## src/rtl/norm_shift_ctrl.sv

```systemverilog
// norm_shift_ctrl
//
// Controller for a WIDTH-bit left-shift register. It loads a word into the
// register, then shifts left until the register MSB is set. It reports how
// many shifts were needed, and it flags a word that contained no ones.
//
// Ports
//   clk        system clock, rising edge
//   rst        asynchronous reset, active low
//   start      load r_in into the register and normalise it (idle only)
//   abort      cancel a load/normalise in progress (clears the register)
//   clr        clear the register (idle only, highest after start)
//   fill       preset the register to all ones (idle only)
//   msb        bit WIDTH-1 of the shift register
//   zero       register control: synchronous clear
//   init       register control: preset to all ones
//   ld         register control: parallel load
//   sh_en      register control: shift left by one
//   busy       high whenever the controller is not idle
//   done       one-cycle completion pulse
//   shift_cnt  shifts performed; holds until the next accepted start
//   all_zero   loaded word was zero; holds until the next accepted start
//
// CNT_W must satisfy 2**CNT_W > WIDTH so that the all-zero count (WIDTH) fits.

module norm_shift_ctrl #(
    parameter int WIDTH = 16,
    parameter int CNT_W = 5
) (
    input  logic             clk,
    input  logic             rst,
    input  logic             start,
    input  logic             abort,
    input  logic             clr,
    input  logic             fill,
    input  logic             msb,
    output logic             zero,
    output logic             init,
    output logic             ld,
    output logic             sh_en,
    output logic             busy,
    output logic             done,
    output logic [CNT_W-1:0] shift_cnt,
    output logic             all_zero
);

    typedef enum logic [1:0] {
        IDLE = 2'd0,
        LOAD = 2'd1,
        NORM = 2'd2,
        DONE = 2'd3
    } state_t;

    // Last count at which a shift may still be issued, and the count that is
    // reported for an all-zero word.
    localparam logic [CNT_W-1:0] CNT_LAST = CNT_W'(WIDTH - 1);
    localparam logic [CNT_W-1:0] CNT_FULL = CNT_W'(WIDTH);

    state_t           state_reg, state_next;
    logic [CNT_W-1:0] cnt_reg, cnt_next;
    logic             all_zero_reg, all_zero_next;

    always_ff @(posedge clk or negedge rst) begin
        if (!rst) begin
            state_reg    <= IDLE;
            cnt_reg      <= '0;
            all_zero_reg <= 1'b0;
        end else begin
            state_reg    <= state_next;
            cnt_reg      <= cnt_next;
            all_zero_reg <= all_zero_next;
        end
    end

    always_comb begin
        state_next    = state_reg;
        cnt_next      = cnt_reg;
        all_zero_next = all_zero_reg;
        zero          = 1'b0;
        init          = 1'b0;
        ld            = 1'b0;
        sh_en         = 1'b0;
        busy          = (state_reg != IDLE);
        done          = (state_reg == DONE);

        case (state_reg)
            IDLE: begin
                if (start) begin
                    state_next    = LOAD;
                    cnt_next      = '0;
                    all_zero_next = 1'b0;
                end else if (clr) begin
                    zero = 1'b1;
                end else if (fill) begin
                    init = 1'b1;
                end
            end

            LOAD: begin
                if (abort) begin
                    // Clearing the register replaces the load.
                    zero          = 1'b1;
                    all_zero_next = 1'b0;
                    state_next    = IDLE;
                end else begin
                    ld         = 1'b1;
                    state_next = NORM;
                end
            end

            NORM: begin
                // msb shows the register after the previous edge, so a shift
                // issued this cycle is seen only in the next NORM cycle.
                if (abort) begin
                    zero          = 1'b1;
                    all_zero_next = 1'b0;
                    state_next    = IDLE;
                end else if (msb) begin
                    state_next = DONE;
                end else if (cnt_reg != CNT_LAST) begin
                    sh_en    = 1'b1;
                    cnt_next = cnt_reg + CNT_W'(1);
                end else begin
                    // WIDTH-1 shifts left the MSB clear: the word had no ones.
                    state_next    = DONE;
                    all_zero_next = 1'b1;
                    cnt_next      = CNT_FULL;
                end
            end

            DONE: begin
                state_next = IDLE;
            end

            default: begin
                state_next = IDLE;
            end
        endcase
    end

    assign shift_cnt = cnt_reg;
    assign all_zero  = all_zero_reg;

endmodule
```

## config.mk

```make
export PLATFORM = sky130hd
export DESIGN_NAME = norm_shift_ctrl
export DESIGN_NICKNAME = d
export VERILOG_FILES = /design/src/rtl/norm_shift_ctrl.sv
export SDC_FILE = /design/constraint.sdc
export NUM_CORES = 1
export LEC_CHECK = 0
export CAP_MARGIN = 20
export CORE_AREA = 3 3 40 42
export CTS_BUF_LIST = sky130_fd_sc_hd__clkbuf_4
export CTS_CLUSTER_DIAMETER = 50
export DETAILED_ROUTE_END_ITERATION = 7
export DIE_AREA = 0 0 43 45
export PLACE_DENSITY = 0.78
export SETUP_SLACK_MARGIN = 0.05
export SYNTH_ARGS = -nofsm -noshare
export SYNTH_HDL_FRONTEND = slang
export SYNTH_SLANG_ARGS = --single-unit
export TNS_END_PERCENT = 10
```

## constraint.sdc

```tcl
create_clock -name clk -period 3.8 [get_ports clk]
set_input_delay 0.76 -clock clk [delete_from_list [all_inputs] [get_ports clk]]
set_output_delay 0.76 -clock clk [all_outputs]
set_load 0.02 [all_outputs]
```

## After elaboration in Yosys (flattened, before gate mapping)

Cells that the tools add are included.

- Add/subtract/negate cells: 1
- Eq/ne operators: 11
- Mux-type cells: 31
- Reduce and logical (&&, ||, !) cells: 8

Operators by type and width:

| kind | count |
|---|---|
| $mux 5 | 4 |
| $mux 1 | 18 |
| $mux 2 | 5 |
| $pmux 5 s2 | 1 |
| $ne 2x2->1 const B | 4 |
| $pmux 2 s4 | 1 |
| $ne 3x3->1 const B | 2 |
| $add 5x1->5 const B | 1 |
| $ne 5x4->1 const B | 1 |
| $reduce_and 5->1 | 1 |
| $eq 2x2->1 const B | 2 |
| $ne 4x4->1 const B | 1 |
| $reduce_and 4->1 | 1 |
| $reduce_bool 2->1 | 2 |
| $pmux 1 s3 | 1 |
| $reduce_bool 3->1 | 1 |
| $eq 2x1->1 const B | 1 |
| $logic_not 2->1 | 1 |
| $pmux 1 s2 | 1 |
| $reduce_and 2->1 | 1 |
| $reduce_or 2->1 | 1 |

- Register bits after elaboration: 8
- Bits of input ports: 7
- Output and inout port bits: 12
- Word-level logic and storage cells: 54

## Longest topological paths before layout

- Word-level depth: 5
- Mapped depth: 6
- Mapped depth without buffers: 6

## Worst setup path after synthesis

No wires, ideal clock.

- Kind: flip-flop to output port
- Start point: register cnt_reg[0] (netlist: shift_cnt[0])
- End point: output sh_en
- Arrival: 1.692 ns
- Required time: 3.040 ns
- Setup slack: 1.348 ns
- Stages on the path, launching flop included: 6
- Buffers on the path: 0
- Path through: dfrtp_1 > ha_1 > and3_1 > ha_1 > nand2b_1 > nor3_1

- Cells in the longest elaborated chain, start to end: 5

RTL lines:

| item | RTL line | RTL |
|---|---|---|
| start, declared | 60 | `logic [CNT_W-1:0] cnt_reg, cnt_next;` |
| start signal, assigned | 70 | `cnt_reg <= cnt_next;` |
| $ne 5x4->1 | 120 | `end else if (cnt_reg != CNT_LAST) begin` |
| $mux 1 | 120 |  |
| $mux 1 | 118 | `end else if (msb) begin` |
| $mux 1 | 114 | `if (abort) begin` |
| $mux 1 | 86 | `case (state_reg)` |
| end, declared | 40 | `output logic sh_en,` |

Every way passes these cells.

## Worst setup path in the final report

Same ends and word-level chain as after synthesis.

==> flow_summary_export.csv <==
group,metric,value,unit
sta,layout_setup_ws,0.8077,ns
power,p_total,441.7,uW
route,drt_first_pass_iters,4,
logic_synthesis,postSynthNetCount,76,
logic_synthesis,post_synthesis_cell_count,62,
route,remaining_drc_errors,0,
global_route,antenna_violations_before_repair,0,
sta,min_period,2.992,ns
global_route,vias_in_the_first_global_route,507,
sta,period_utilisation_layout,78.75,%
cts,cts_root_buffer,"sky130_fd_sc_hd__clkbuf_4",
power,power.share.sequential,26.6,%
sta,grt_setup_unrepaired,"no",
cts,worstSkewPairLatency,0.25,ns
logic_synthesis,synth_top_flop_cell,"sky130_fd_sc_hd__dfrtp_1",
cts,clk_transition_reported_paths,0.06,ns
cts,maximum_number_of_buffers_from_clock_root_to_sink,2,
worst_setup_path,critPathMaxStageDelay,0.63,ns
route,drt_wl_total,1265,um
sta,finalSetupViolCount,0,
layout,stdcell_area,797.0,um^2
worst_setup_path,timing.critical_path.required,3.04,ns
sta,setup_total_negative_slack,0,ns
sta,slew_violations,0,
route,drtAntennaViolNets,0,
placement,placer_congestion_estimate,0.7861,
layout,layout.cells.most_common,"sky130_fd_sc_hd__clkdlybuf4s50_1",
sta,timing.hold.ws,0.5395,ns
sta,hold_violations,0,
layout,layout_common_cells,"sky130_fd_sc_hd__clkdlybuf4s50_1, sky130_fd_sc_hd__dfrtp_1, sky130_fd_sc_hd__ha_1",
floorplan,ioPinCount,19,
logic_synthesis,yosys.cell_types.count,29,
cts,htree_levels,1,
placement,place_ws,0.8163,ns
worst_setup_path,critical_path_peak_fanout,4,
power,power_switching,182.0,uW
layout,drive_gt1_share,6.024,%
run_status,run_status,"completed",
floorplan,core_region_area,0.001285,mm^2
global_route,grt_first_pass_wirelength,2173,um
sta,final.setup_skew,0.006294,ns
cts,cts.sinks,8,
power,internal_power,259.7,uW
logic_synthesis,synth.yosys.warnings,0,
worst_setup_path,critical_path.startpoint_type,"register",
global_route,grt-ovfl-total,0,
worst_setup_path,worst-setup-path-type,"reg -> out",
sta,fmaxAchievable,334.2,MHz
worst_setup_path,arrival,2.23,ns
route,viasPerCell,5.327,
floorplan,die_width,43,um
global_route,pin_count_of_the_biggest_net_entering_global_routing,9,
floorplan,die_h,45,um
worst_setup_path,crit_slowest_cell,"sky130_fd_sc_hd__clkdlybuf4s50_1",
global_route,global_route.usage.total,15.48,%
flow_run,drv_cap,0,
route,wl_per_cell,12.91,um
worst_hold_path,hp-class,"reg -> reg",
floorplan,die_area,0.001935,mm^2
logic_synthesis,total_standard_cell_area_after_synthesis,575.6,um^2
cts,cts-buffers-inserted,3,
route,first_iter_violations,7,
floorplan,floorplan.rows,13,
sta,timing.slew.headroom,69.93,%
power,peakVddDrop,214.9,uV
sta,tightest_slew,0.4384,ns
cts,holdBufCountCts,0,
layout,layout.nets,99,
worst_setup_path,worst_setup_path_end_kind,"primary output",
power,clkPwrFrac,14.6,%
worst_setup_path,path_common_cell,"sky130_fd_sc_hd__ha_1",
logic_synthesis,avgSynthCellArea,9.283,um^2
cts,cts_resized,0,
logic_synthesis,flip_flop_and_latch_count_after_synthesis,8,
logic_synthesis,ys_async_sr_fraction,100.0,%
power,power.combinational.fraction,58.7,%
route,vias,522,
placement,hpwl,965.8,um
placement,port_buffers,18,
worst_setup_path,cp_cell_sequence,"ha_1 -> and3_1 -> ha_1 -> nand2b_1 -> nor3_1 -> clkdlybuf4s50_1",
layout,largest_register_ff_count,5,
logic_synthesis,synth-edff-count,0,
power,total_leakage_power,0.0003397,uW
cts,cts_tree,"yes",
cts,post-cts-setup-buffers,0,
placement,placedInstanceArea,774.5,um^2
floorplan,start_util,44.79,%
logic_synthesis,seq_area_frac_synth,34.78,%
layout,antenna_cells,0,
power,power.share.switching,41.21,%
power,power.density_cell_area,554.2,mW/mm^2
layout,synthToLayoutAreaGrowth,38.48,%
per-layer routing:
layer  global-route usage, %  routed length [um]
met1                   19.35                 628
met2                   22.16                 510
met3                   3.984                  97
met4                   13.25                  28
met5                       0                   0
Yosys cell counts, types with 2 or more instances:
cell	count	share of area, %
sky130_fd_sc_hd__o21a_1	2	2.6
sky130_fd_sc_hd__nand2b_1	4	4.3
sky130_fd_sc_hd__nor3_1	3	2.6
sky130_fd_sc_hd__o21ai_0	5	4.3
sky130_fd_sc_hd__ha_1	7	15
sky130_fd_sc_hd__nand3_1	2	1.7
sky130_fd_sc_hd__nor2_1	4	2.6
sky130_fd_sc_hd__inv_1	6	3.9
sky130_fd_sc_hd__nor2b_1	2	2.2
sky130_fd_sc_hd__dfrtp_1	8	35
critical path, delay by kind of cell (launching register included):
| kind | cells | cell delay [ns] |
|---|---|---|
| buffers and inverters | 1 | 0.63 |
| adder cells (fa/ha/maj) | 2 | 0.42 |
| AND/OR/NAND/NOR | 3 | 0.52 |
| flip-flops | 1 | 0.41 |
per-stage QoR:
step | util [%] | std cells
6_report | 62.03 | 98
5_1_grt | 62.03 | 98
4_1_cts | 62.03 | 98
3_5_place_dp | 60.27 | 95
3_3_place_gp | 60.27 | 95
2_1_floorplan | - | 62
layout make-up:
class | count | area [um^2]
Clock buffer | 3 | 22.52
Fill cell | 126 | 488.0
Inverter | 6 | 22.52
Multi-Input combinational cell | 48 | 352.8
Sequential cell | 8 | 200.2
Tap cell | 15 | 18.77
Timing Repair Buffer | 18 | 180.2
power by group through the flow:
stage | Clock [uW] | Sequential (uW) | Combinational [uW]
floorplan | 0 | 124 | 161
finish | 64.7 | 118 | 259
CTS | 68.3 | 118 | 259
global placement | 0 | 119 | 258
global route | 73.9 | 122 | 284
detailed placement | 0 | 119 | 257
path summary, 6_finish.rpt:
check                               end    startpoint  cells past startpoint  slack, ns
setup / recovery                  sh_en  shift_cnt[0]                      6       0.81
hold / removal             shift_cnt[4]  shift_cnt[4]                      2       0.54
setup reg to reg           state_reg[1]  shift_cnt[0]                      6       1.95
hold reg to reg            shift_cnt[4]  shift_cnt[4]                      2       0.54
max in group asynchronous  state_reg[1]           rst                      1       2.75
min in group asynchronous  shift_cnt[0]           rst                      1       0.78
logic make-up after synthesis:
logic type | after synthesis | synth area share, %
simple gates | 24 | 23.70
compound gates | 14 | 16.09
flops | 8 | 34.78
fa+ha+maj | 7 | 15.22
buf+inv | 6 | 3.913
mux | 3 | 6.304
Note: power is estimated with default switching activity, not from simulation.
==> variant, RTL diff (config.mk and constraints unchanged) <==
Register the output `shift_cnt` once more; this adds one clock of latency there. The other outputs are not delayed to match.
--- a/src/rtl/norm_shift_ctrl.sv
+++ b/src/rtl/norm_shift_ctrl.sv
@@ -139,5 +139,7 @@
     end
 
-    assign shift_cnt = cnt_reg;
+    always_ff @(posedge clk) begin
+        shift_cnt <= cnt_reg;
+    end
     assign all_zero  = all_zero_reg;
 
Check against the original RTL: not equivalent (Yosys sat finds a counterexample within 4 cycles, from zero or initial values and one cycle with rst low).
==> variant against the unedited design <==
  * Synthesized area grew 18%
  * Sequential cell count grew 5
  * Final area grew 14%
  * Total power grew 20%
  * Worst setup slack lost 0.12 ns
  * Routed wire length grew 7.5%
  * Register-to-register slack lost 0.02 ns
  * Combinational power grew 3%
==> variant: results (changes against the unedited design) <==
| Metric | Value |
|---|---|
| GP Congestion | `0.792 (was 0.786)` |
| Internal | `0.321 mW (was 0.260 mW)` |
| Worst-skew pair later-pin latency | `0.28 ns (was 0.25 ns)` |
| Worst EP arrival | `2.35 ns (was 2.23 ns)` |
| Fin worst setup slack | `0.689 ns (was 0.808 ns)` |
| Clock skew | `0.00194 ns (was 0.00629 ns)` |
| Met2 wire length | `592 um (was 510 um)` |
| Post-synthesis mux area share | `3.13% (was 6.30%)` |
| Share of post-route cells with drive strength above 1 | `6.74% (was 6.02%)` |
| Synth cell types | `30 (was 29)` |
| GR Util met3 | `3.59% (was 3.98%)` |
| Syn nets | `81 (was 76)` |
| GRT met1 Usage | `22.6% (was 19.4%)` |
| Hold path cells | `0 (was 2)` |
| Met2 usage | `23.1% (was 22.2%)` |
| GRT Util Overall | `15.9% (was 15.5%)` |
| Post-DP HPWL | `1070 um (was 966 um)` |
| Slew @ Worst Pin | `0.453 ns (was 0.438 ns)` |
| Post-Route WL | `1360 um (was 1270 um)` |
| Synth top cells by count | `dfrtp_1 (8), ha_1 (7), inv_1 (6) (unchanged)` |
| Synth top area cells | `dfrtp_1 (29%), dfxtp_1 (15%), ha_1 (13%), nand2b_1 (3.7%), o21ai_0 (3.7%) (was dfrtp_1 (35%), ha_1 (15%), nand2b_1 (4.3%), o21ai_0 (4.3%), inv_1 (3.9%))` |
| Outcome | `finished, final reports clean (unchanged)` |
| First-pass GRT wire length | `2260 um (was 2170 um)` |
| WL met1 | `685 um (was 628 um)` |
| Routed len/inst | `13.1 um (was 12.9 um)` |
| Post-synth ARST share | `61.5% (was 100%)` |
| DP Worst Slack | `0.795 ns (was 0.816 ns)` |
| # resized after CTS | `0 (unchanged)` |
| Cells after Synth | `67 (was 62)` |
| Post-synthesis compound-gate area fraction | `15.8% (was 16.1%)` |
| Top-area cell type share of the netlist area | `29.5% (was 34.8%)` |
| Post-DP Area | `878 um2 (was 774 um2)` |
| Vias | `541 (was 522)` |
| Adder-cell share of the synthesized area | `12.9% (was 15.2%)` |
| Seq/Total Area, Yosys | `44.2% (was 34.8%)` |
| Met3 WL | `60 um (was 97 um)` |
| Leakage Power | `0.387 nW (was 0.340 nW)` |
| Reg clk slew, reported paths | `0.08 ns (was 0.06 ns)` |
| Number of global-route vias before repair | `499 (was 507)` |
| First DRT Iteration DRCs | `6 (was 7)` |
-- variant: power groups by stage --
stage	clock, mW	sequential [mW]	combinational (mW)
final	0.0864	0.178	0.266
after global routing	0.0957	0.180	0.292
after CTS	0.0889	0.178	0.266
after detailed placement	0	0.181	0.262
after global placement	0	0.180	0.266
after floorplan	0	0.185	0.165
-- variant: final timing paths --
check | from | end | slack [ns]
min | cnt_reg[4] | shift_cnt[4] | 0.41
min reg2reg | cnt_reg[4] | shift_cnt[4] | 0.41
max reg2reg | cnt_reg[0] | state_reg[1] | 1.93
max in group asynchronous | rst | cnt_reg[3] | 2.78
min in group asynchronous | rst | state_reg[1] | 0.76
max | cnt_reg[0] | sh_en | 0.69
-- variant: final cells by class --
type                            instances  area (um2)
Clock buffer                            3        22.5
Clock inverter                          1        5.00
Fill cell                              99         379
Inverter                                6        22.5
Multi-Input combinational cell         48         357
Sequential cell                        13         300
Tap cell                               15        18.8
Timing Repair Buffer                   18         180
